$ cat config.mk
export PLATFORM = sky130hd
export DESIGN_NAME = dispatch_stage_flat
export DESIGN_NICKNAME = d
export VERILOG_FILES = /design/src/rtl/dispatch_stage_if.sv /design/src/rtl/dispatch_stage.sv /design/src/flat_wrapper.sv
export SDC_FILE = /design/constraint.sdc
export NUM_CORES = 1
export LEC_CHECK = 0
export CAP_MARGIN = 20
export CORE_MARGIN = 4
export CORE_UTILIZATION = 35
export CTS_BUF_LIST = sky130_fd_sc_hd__clkbuf_8
export CTS_CLUSTER_SIZE = 24
export DETAILED_ROUTE_END_ITERATION = 10
export GPL_ROUTABILITY_DRIVEN = 0
export PLACE_DENSITY = 0.59
export SETUP_SLACK_MARGIN = 0.4
export SLEW_MARGIN = 20
export SYNTH_ARGS = -nofsm -noshare
export SYNTH_HDL_FRONTEND = slang
export SYNTH_SLANG_ARGS = --single-unit
$ cat constraint.sdc
create_clock -name clk_i -period 5.3 [get_ports clk_i]
set_clock_uncertainty 0.05 [all_clocks]
set_input_delay 1.06 -clock clk_i [delete_from_list [all_inputs] [get_ports clk_i]]
set_output_delay 1.06 -clock clk_i [all_outputs]
set_load 0.02 [all_outputs]
$ cat src/rtl/dispatch_stage_if.sv
// Decoder-to-dispatch, dispatch-to-issue-queue and exception handshake bundle.
// master: the surrounding pipeline (decoder, issue queues, exception handler).
// slave : the dispatch stage itself.
interface dispatch_stage_if #(
    parameter int unsigned XLEN       = 64,
    parameter int unsigned INST_SIZE  = 32,
    parameter int unsigned NUM_QUEUES = 4
);
    // Decoder side
    logic                  dec_valid_i;
    logic                  dec_ready_o;
    logic [INST_SIZE-1:0]  dec_instr_i;
    logic [XLEN-1:0]       dec_pc_i;
    logic [2:0]            dec_queue_i;
    logic [3:0]            dec_fu_i;
    logic                  dec_illegal_i;

    // Issue-queue side (payload shared by all queues)
    logic [NUM_QUEUES-1:0] disp_valid_o;
    logic [NUM_QUEUES-1:0] disp_ready_i;
    logic [INST_SIZE-1:0]  disp_instr_o;
    logic [XLEN-1:0]       disp_pc_o;
    logic [3:0]            disp_fu_o;

    // Exception side
    logic                  exc_valid_o;
    logic                  exc_ready_i;
    logic [XLEN-1:0]       exc_pc_o;
    logic [XLEN-1:0]       exc_tval_o;

    modport master (
        output dec_valid_i, dec_instr_i, dec_pc_i, dec_queue_i, dec_fu_i, dec_illegal_i,
        output disp_ready_i, exc_ready_i,
        input  dec_ready_o, disp_valid_o, disp_instr_o, disp_pc_o, disp_fu_o,
        input  exc_valid_o, exc_pc_o, exc_tval_o
    );

    modport slave (
        input  dec_valid_i, dec_instr_i, dec_pc_i, dec_queue_i, dec_fu_i, dec_illegal_i,
        input  disp_ready_i, exc_ready_i,
        output dec_ready_o, disp_valid_o, disp_instr_o, disp_pc_o, disp_fu_o,
        output exc_valid_o, exc_pc_o, exc_tval_o
    );
endinterface

$ cat src/rtl/dispatch_stage.sv
// Dispatch stage: buffers decoded micro-ops in a small FIFO and routes the head,
// in program order, to its target issue queue; illegal/unroutable ops go to the
// exception port and dispatch halts until a flush.
// Ports:
//   clk_i, rstn_i  clock, asynchronous active-low reset
//   flush_i        pipeline flush, highest priority
//   bus            decoder / issue-queue / exception handshakes (slave side)
//   occupancy_o    registered FIFO entry count
// dec_ready_o is a flop gated only by flush_i; valids and payloads are decoded
// combinationally from the registered head entry.
module dispatch_stage #(
    parameter int unsigned XLEN       = 64,
    parameter int unsigned INST_SIZE  = 32,
    parameter int unsigned NUM_QUEUES = 4,
    parameter int unsigned BUF_DEPTH  = 4
) (
    input  logic                         clk_i,
    input  logic                         rstn_i,
    input  logic                         flush_i,
    dispatch_stage_if.slave              bus,
    output logic [$clog2(BUF_DEPTH):0]   occupancy_o
);

    localparam int unsigned PTR_W = $clog2(BUF_DEPTH);
    localparam int unsigned CNT_W = PTR_W + 1;
    localparam int unsigned QID_W = 3;

    typedef logic [PTR_W:0]   ptr_t;
    typedef logic [CNT_W-1:0] cnt_t;

    typedef struct packed {
        logic                 illegal;
        logic [QID_W-1:0]     queue;
        logic [3:0]           fu;
        logic [XLEN-1:0]      pc;
        logic [INST_SIZE-1:0] instr;
    } entry_t;

    typedef enum logic {
        RUN  = 1'b0,
        HALT = 1'b1
    } state_e;

    state_e state_q, state_d;
    ptr_t   wr_ptr_q, wr_ptr_d;
    ptr_t   rd_ptr_q, rd_ptr_d;
    cnt_t   cnt_q, cnt_d;
    logic   ready_q, ready_d;
    entry_t mem_q [BUF_DEPTH];

    entry_t                head;
    entry_t                dec_entry;
    logic                  empty;
    logic                  head_live;
    logic                  head_exc;
    logic                  push;
    logic                  pop;
    logic                  dec_ready;
    logic                  exc_valid;
    logic [NUM_QUEUES-1:0] disp_valid;

    // Head decode and handshake qualification
    always_comb begin
        dec_entry  = '{illegal: bus.dec_illegal_i, queue: bus.dec_queue_i, fu: bus.dec_fu_i,
                       pc: bus.dec_pc_i, instr: bus.dec_instr_i};
        empty      = (wr_ptr_q == rd_ptr_q);
        head       = mem_q[rd_ptr_q[PTR_W-1:0]];
        // Valids are suppressed during a flush so downstream never acts on a discarded handshake
        head_live  = (state_q == RUN) && !empty && !flush_i;
        head_exc   = head.illegal || (32'(head.queue) >= NUM_QUEUES);
        exc_valid  = head_live && head_exc;
        disp_valid = '0;
        for (int unsigned i = 0; i < NUM_QUEUES; i++) begin
            if (head_live && !head_exc && (head.queue == QID_W'(i))) begin
                disp_valid[i] = 1'b1;
            end
        end
        dec_ready  = ready_q && !flush_i;
        push       = bus.dec_valid_i && dec_ready;
        pop        = (exc_valid && bus.exc_ready_i) || (|(disp_valid & bus.disp_ready_i));
    end

    // Next-state: pointers, count, FSM and next-cycle ready
    always_comb begin
        state_d  = state_q;
        wr_ptr_d = wr_ptr_q;
        rd_ptr_d = rd_ptr_q;
        cnt_d    = cnt_q;
        if (flush_i) begin
            state_d  = RUN;
            wr_ptr_d = '0;
            rd_ptr_d = '0;
            cnt_d    = '0;
        end else begin
            if (push) wr_ptr_d = wr_ptr_q + ptr_t'(1);
            if (pop)  rd_ptr_d = rd_ptr_q + ptr_t'(1);
            cnt_d = cnt_q + cnt_t'(push) - cnt_t'(pop);
            if (exc_valid && bus.exc_ready_i) state_d = HALT;
        end
        // Ready is precomputed from next-cycle state so it never depends on disp_ready_i
        ready_d = (state_d == RUN) && (cnt_d != cnt_t'(BUF_DEPTH));
    end

    // Control registers
    always_ff @(posedge clk_i or negedge rstn_i) begin
        if (!rstn_i) begin
            state_q  <= RUN;
            wr_ptr_q <= '0;
            rd_ptr_q <= '0;
            cnt_q    <= '0;
            ready_q  <= 1'b0;
        end else begin
            state_q  <= state_d;
            wr_ptr_q <= wr_ptr_d;
            rd_ptr_q <= rd_ptr_d;
            cnt_q    <= cnt_d;
            ready_q  <= ready_d;
        end
    end

    // Entry storage
    always_ff @(posedge clk_i or negedge rstn_i) begin
        if (!rstn_i) begin
            for (int i = 0; i < int'(BUF_DEPTH); i++) begin
                mem_q[i] <= '0;
            end
        end else if (push) begin
            mem_q[wr_ptr_q[PTR_W-1:0]] <= dec_entry;
        end
    end

    // Outputs; payloads read as zero when the buffer is empty
    assign bus.dec_ready_o  = dec_ready;
    assign bus.disp_valid_o = disp_valid;
    assign bus.exc_valid_o  = exc_valid;
    assign bus.disp_instr_o = empty ? '0 : head.instr;
    assign bus.disp_pc_o    = empty ? '0 : head.pc;
    assign bus.disp_fu_o    = empty ? '0 : head.fu;
    assign bus.exc_pc_o     = empty ? '0 : head.pc;
    assign bus.exc_tval_o   = empty ? '0 : XLEN'(head.instr);
    assign occupancy_o      = cnt_q;

endmodule
$ cat src/flat_wrapper.sv
// flat-port wrapper written by rule: the top's interface ports become plain ports
module dispatch_stage_flat 
#(
    parameter int unsigned XLEN       = 64,
    parameter int unsigned INST_SIZE  = 32,
    parameter int unsigned NUM_QUEUES = 4,
    parameter int unsigned BUF_DEPTH  = 4
)
  (clk_i, rstn_i, flush_i, occupancy_o, bus_dec_valid_i, bus_dec_instr_i, bus_dec_pc_i, bus_dec_queue_i, bus_dec_fu_i, bus_dec_illegal_i, bus_disp_ready_i, bus_exc_ready_i, bus_dec_ready_o, bus_disp_valid_o, bus_disp_instr_o, bus_disp_pc_o, bus_disp_fu_o, bus_exc_valid_o, bus_exc_pc_o, bus_exc_tval_o);
  dispatch_stage_if #(.XLEN(XLEN), .INST_SIZE(INST_SIZE), .NUM_QUEUES(NUM_QUEUES)) bus_i ();
  input  logic clk_i;
  input  logic rstn_i;
  input  logic flush_i;
  output logic [$clog2(BUF_DEPTH):0] occupancy_o;
  input wire logic [$bits(bus_i.dec_valid_i)-1:0] bus_dec_valid_i;
  input wire logic [$bits(bus_i.dec_instr_i)-1:0] bus_dec_instr_i;
  input wire logic [$bits(bus_i.dec_pc_i)-1:0] bus_dec_pc_i;
  input wire logic [$bits(bus_i.dec_queue_i)-1:0] bus_dec_queue_i;
  input wire logic [$bits(bus_i.dec_fu_i)-1:0] bus_dec_fu_i;
  input wire logic [$bits(bus_i.dec_illegal_i)-1:0] bus_dec_illegal_i;
  input wire logic [$bits(bus_i.disp_ready_i)-1:0] bus_disp_ready_i;
  input wire logic [$bits(bus_i.exc_ready_i)-1:0] bus_exc_ready_i;
  output wire logic [$bits(bus_i.dec_ready_o)-1:0] bus_dec_ready_o;
  output wire logic [$bits(bus_i.disp_valid_o)-1:0] bus_disp_valid_o;
  output wire logic [$bits(bus_i.disp_instr_o)-1:0] bus_disp_instr_o;
  output wire logic [$bits(bus_i.disp_pc_o)-1:0] bus_disp_pc_o;
  output wire logic [$bits(bus_i.disp_fu_o)-1:0] bus_disp_fu_o;
  output wire logic [$bits(bus_i.exc_valid_o)-1:0] bus_exc_valid_o;
  output wire logic [$bits(bus_i.exc_pc_o)-1:0] bus_exc_pc_o;
  output wire logic [$bits(bus_i.exc_tval_o)-1:0] bus_exc_tval_o;
  assign bus_i.dec_valid_i = bus_dec_valid_i;
  assign bus_i.dec_instr_i = bus_dec_instr_i;
  assign bus_i.dec_pc_i = bus_dec_pc_i;
  assign bus_i.dec_queue_i = bus_dec_queue_i;
  assign bus_i.dec_fu_i = bus_dec_fu_i;
  assign bus_i.dec_illegal_i = bus_dec_illegal_i;
  assign bus_i.disp_ready_i = bus_disp_ready_i;
  assign bus_i.exc_ready_i = bus_exc_ready_i;
  assign bus_dec_ready_o = bus_i.dec_ready_o;
  assign bus_disp_valid_o = bus_i.disp_valid_o;
  assign bus_disp_instr_o = bus_i.disp_instr_o;
  assign bus_disp_pc_o = bus_i.disp_pc_o;
  assign bus_disp_fu_o = bus_i.disp_fu_o;
  assign bus_exc_valid_o = bus_i.exc_valid_o;
  assign bus_exc_pc_o = bus_i.exc_pc_o;
  assign bus_exc_tval_o = bus_i.exc_tval_o;
  dispatch_stage #(.XLEN(XLEN), .INST_SIZE(INST_SIZE), .NUM_QUEUES(NUM_QUEUES), .BUF_DEPTH(BUF_DEPTH)) u_core (.clk_i(clk_i), .rstn_i(rstn_i), .flush_i(flush_i), .bus(bus_i), .occupancy_o(occupancy_o));
endmodule
After elaboration in Yosys (flattened, before gate mapping):

Cells that the tools add are included.

* register bits: 427
* latch bits: 0
* bits in writable memories: 0
* ROM bits: 0
* input bits: 113
* output and inout bits: 237
* logic and storage cells: 86
* memories: 0

* $add $sub $neg: 4
* multiply operators: 0
* divide/modulo/power cells: 0
* $lt $le $gt $ge: 4
* equality and inequality tests: 5
* shift operators: 0
* multiplexer cells: 21
* bitwise logic cells: 5
* reductions and logical operators: 22

Operators by type and width (number)
* bitwise mux 416 bit: 1
* two-way mux 104 bit: 3
* binary-select mux 104 bit (select 2 bit): 1
* demux 104 bit (select 2 bit): 1
* two-way mux 32 bit: 2
* two-way mux 64 bit: 1
* two-way mux 3 bit: 5
* logical AND 1 bit: 13
* >= comparator 3 bit (second input constant): 3
* adder 3 x 1 -> 3 bit (second input constant): 2
* == test 3 x 2 -> 1 bit (second input constant): 2
* two-way mux 1 bit: 6
* inverter 2 -> 3 bit: 2
* AND 4 bit: 1
* two-way mux 4 bit: 1
* nonzero test 2 bit: 2
* OR reduction 4 bit: 1
* adder 3 x 1 -> 3 bit: 1
* == test 3 x 1 -> 1 bit (second input constant): 1
* == test 3 bit: 1
* logical NOT 1 bit: 3
* logical NOT 3 bit: 1
* < comparator 3 x 1 -> 1 bit (second input constant): 1
* inequality test 3 bit (second input constant): 1
* other kinds (3): 5

Depth between registers and ports, before layout:

Gate-level depths: netlist (run 1).

* depth after elaboration: 17
* depth in mapped cells: 14
* mapped depth without buffers: 12

Worst setup path before layout (run 1):

No wires, ideal clock.

* path type: register -> output
* from: register u_core.rd_ptr_q[0]
* to: output bus_exc_pc_o[17]
* arrival: 2.120 ns
* data required time: 4.190 ns
* slack: 2.070 ns
* cell stages (with the launch flop): 7
* buffers on the path: 4
* cells stage by stage: dfrtp_1 buf_2 buf_1 buf_2 mux4_2 nor2b_1 buf_4

* cells in the longest elaborated chain, start to end: 5
* elaborated cells between the ends (all ways): 6
* classes of those cells: eq/ne: 1; mux: 4; bitwise: 1

RTL lines
* start: declaration: RTL line dispatch_stage.sv:46 `ptr_t rd_ptr_q, rd_ptr_d;`
* start signal: assignment: RTL line dispatch_stage.sv:115 `rd_ptr_q <= rd_ptr_d;`
* inverter 2 -> 3 bit (implied by the code): RTL line dispatch_stage.sv:67 `head = mem_q[rd_ptr_q[PTR_W-1:0]];`
* binary-select mux 104 bit (select 2 bit): RTL line dispatch_stage.sv:67
* two-way mux 104 bit (implied by the code) (2 in series): RTL line dispatch_stage.sv:67
* two-way mux 64 bit *
* end: declaration: RTL line flat_wrapper.sv:29 `output wire logic [$bits(bus_i.exc_pc_o)-1:0] bus_exc_pc_o;`

Mark *: on every way between the ends. The rest lies on a longest branch, timed or not. The select of a mux whose other input is x is not followed.

Final worst setup path (run 1):

* from: register u_core.rd_ptr_q[0]
* to: output bus_disp_pc_o[49]

* cells in the longest elaborated chain, start to end: 5
* elaborated cells between the ends (all ways): 6
* classes of those cells: eq/ne: 1; mux: 4; bitwise: 1

RTL lines
* inverter 2 -> 3 bit (implied by the code): RTL line dispatch_stage.sv:67
* binary-select mux 104 bit (select 2 bit): RTL line dispatch_stage.sv:67
* two-way mux 104 bit (implied by the code) (2 in series): RTL line dispatch_stage.sv:67
* two-way mux 64 bit *: RTL line dispatch_stage.sv:137 `assign bus.disp_pc_o = empty ? '0 : head.pc;`
* end: declaration: RTL line flat_wrapper.sv:26 `output wire logic [$bits(bus_i.disp_pc_o)-1:0] bus_disp_pc_o;`

Marked as above.

==> qor.txt, run 1 <==
Worst Path Required -> 4190 ps
Post-synthesis mux area share -> 34.96%
Reg2Reg Setup Slack -> 1490 ps
First-pass GRT wire length -> 74.73 mm
DR WL met2 -> 22.50 mm
Latest clock arrival within the worst-skew pair -> 630 ps
Post_cts resized -> 0
Critical Path Sink Type -> output port
Total Nets Final -> 1709
Worst-path fanout max -> 27
Peak VDD IR -> 0.0004567 V
WL met3 -> 2.793 mm
WHS Path Cells -> 1
Asr flop ratio synth -> 100.0%
RSZ-0062 raised after global routing -> no
Initial antenna violation count -> 5
Hold EP -> u_core.mem_q[200]
Max Cap Viol -> 0
Root Buffer -> clkbuf_8
Achievable frequency -> 0.2197 GHz
Mapped cell area -> 20180 sq um
Final Max Tran Viols -> 0
Final setup vio count -> 0
DIE AREA -> 61580 sq um
Fin cells -> 2409
Vias in the first global route -> 12894
Area fraction in compound gates after synthesis -> 0.5145%
# fillers -> 5187
DR iter-0 viols -> 402
Post-synth EDFFs -> 0
Maximum number of pins on one net before global-route repair -> 127
Synth top area share -> 52.94%
Worst hold slack -> 447.9 ps
# port buffers -> 317
Layout cell share with drive strength beyond 1 -> 40.55%
Via Count -> 11711
CTS sink cnt -> 427
Post-CTS setup buffers -> 0
Io pins -> 350
Dpl hpwl -> 29.78 mm
Period Utilization, post-route -> 85.90%
Least-Margin Pin Slew -> 983.4 ps
Post-synthesis simple-gate area fraction -> 4.178%
Worst reg2reg path depth -> 12
Post-synth top flop -> dfrtp_1
Starting Density -> 35.59%
CTS Hold Buffers Added -> 0
Yosys cell types -> 36
Slew HR -> 34.44%
Wirelength, routed -> 47.82 mm
Die Y -> 248.1 um
TNS Setup -> 0 ps
Reg2reg start -> u_core.rd_ptr_q[1]
Final Hold Vio Count -> 0
Post-route ant nets -> 0
Highest metal layer with signal wires -> met5
Core area -> 56710 sq um
GRT overflow -> 0
Status -> completed
Largest family of logic cells by synthesized area -> multiplexers
HP Class -> flop to flop
Pwr dens -> 658.2 nW/um^2
DRC errors left -> 0
Gr usage total -> 15.56%
Die width -> 248.1 um
WL/cell -> 19.85 um
CTS max path bufs -> 3
First-pass DRT Iterations -> 4
Dpl cells -> 2263
CTS clk-pin slew, worst paths -> 60 ps
Via density -> 4.861
CTS Buf Count -> 79
Mapped Cells -> 1339
CTS tree -> done
Leakage -> 10.81 nW
Startpoint Class -> flop
List of most frequent post-synthesis cells -> dfrtp_1, mux2_2, buf_4
Adder-Cell Fraction of Synth Area -> 0.5331%
Final worst path period need -> 4553 ps
Setup CP Type -> flop to output port
Metal-1 WL -> 21.69 mm
# rows -> 87
Syn-to-layout area delta -> 24.42%
#FFs+latches synth -> 427
XOR/XNOR Fraction of Synth Area -> 0.3037%
Most common cell in the netlist -> dfrtp_1
Synth top area cells -> dfrtp_1, mux2_2, mux4_2, buf_4, nor2b_1
Avg Cell Area, Syn -> 15.07 sq um
H-tree Lvls -> 3
Worst r2r dst -> u_core.ready_q
Crit path DAT -> 3440 ps
Register area share after synthesis -> 52.94%
Cell taking the most area after synthesis -> dfrtp_1
Ys Warns -> 0
Min-delay src -> u_core.mem_q[200]
report_power, final:
group,switching (W),total (W),internal (W)
clock,0.00136,0.00311,0.00175
combinational,0.00361,0.00791,0.00430
sequential,0.000752,0.00551,0.00476
per-stage QoR:
stage / cell area, sq um / power, W / utilization, % / setup WS [ps]
2_1_floorplan: 20300 / 0.01088 / - / 2070
3_3_place_gp: 23520 / 0.01343 / 41.47 / 1133
3_5_place_dp: 23520 / 0.01358 / 41.47 / 1134
4_1_cts: 25110 / 0.01682 / 44.27 / 553.6
5_1_grt: 25110 / 0.01758 / 44.27 / 467.8
6_report: 25110 / 0.01653 / 44.28 / 747.4
final cells by class:
cell class / count / area, sq um / share of cell area [%]
Multi-Input combinational cell: 728 / 8328 / 33.16
Tap cell: 756 / 945.9 / 3.766
Antenna cell: 3 / 7.507 / 0.02989
Inverter: 7 / 26.28 / 0.1046
Clock buffer: 97 / 1335 / 5.316
Clock inverter: 46 / 252.7 / 1.006
Sequential cell: 427 / 10690 / 42.58
Timing Repair Buffer: 345 / 3526 / 14.04
state kept, by name, indices dropped and copies added, names as in the netlist:
| register | count |
|---|---|
| u_core.occupancy_o | 3 |
| u_core.ready_q | 1 |
| u_core.wr_ptr_q | 3 |
| u_core.rd_ptr_q | 3 |
| u_core.state_q | 1 |
| u_core.mem_q | 416 |
how the worst max path moves through the flow:
stage                       start             endpoint  slack (ps)  cells after the start
3_3_place_gp              flush_i  bus_disp_valid_o[2]        1130                      8
5_1_grt        u_core.rd_ptr_q[0]    bus_disp_pc_o[49]         470                      4
3_5_place_dp              flush_i  bus_disp_valid_o[2]        1130                      8
6_report       u_core.rd_ptr_q[0]    bus_disp_pc_o[49]         750                      4
2_1_floorplan  u_core.rd_ptr_q[0]     bus_exc_pc_o[17]        2070                      6
4_1_cts        u_core.rd_ptr_q[0]    bus_disp_pc_o[49]         550                      4
layout by cell type, fill, tap and decap left out, drive strengths merged, types with 7 or more instances in the layout:
cell type and n:
conb 32, ha 7, nor2b 106, clkbuf 97, inv 40, nor2 15
clkinv 9, buf 29, clkdlybuf4s50 316, mux2 416, mux4 104, nand2 11
dfrtp 427
worst max-delay path, stage by stage (launching register included):
cell             delay [ps]
dfrtp_4                 770
buf_4                   610
mux4_2                  570
nor2b_1                 180
clkdlybuf4s50_1         620
metal layers:
metal / vias up / global-route usage, %
met1: 6176 / 21.17
li1: 5172 / -
met3: 67 / 4.037
met2: 292 / 24.73
met5: - / 0
met4: 4 / 4.686
cell families after synthesis:
group                    after synthesis
AND/OR/NAND/NOR                      145
flip-flops                           427
AO/OA/AOI/OAI                         13
buffers and inverters                215
adder cells (fa/ha/maj)                8
multiplexers                         523
other                                  1
XOR/XNOR                               7
(Power assumes the default switching activity.)
==> run 2, diff against run 1 <==
--- a/config.mk
+++ b/config.mk
@@ -5,7 +5,7 @@
 export SDC_FILE = /design/constraint.sdc
 export NUM_CORES = 1
 export LEC_CHECK = 0
-export CAP_MARGIN = 20
+export CAP_MARGIN = 30
 export CORE_MARGIN = 4
 export CORE_UTILIZATION = 35
 export CTS_BUF_LIST = sky130_fd_sc_hd__clkbuf_8
==> results of run 2 <==
Same layout as run 1: the final DEF is identical, and so are final timing and power.
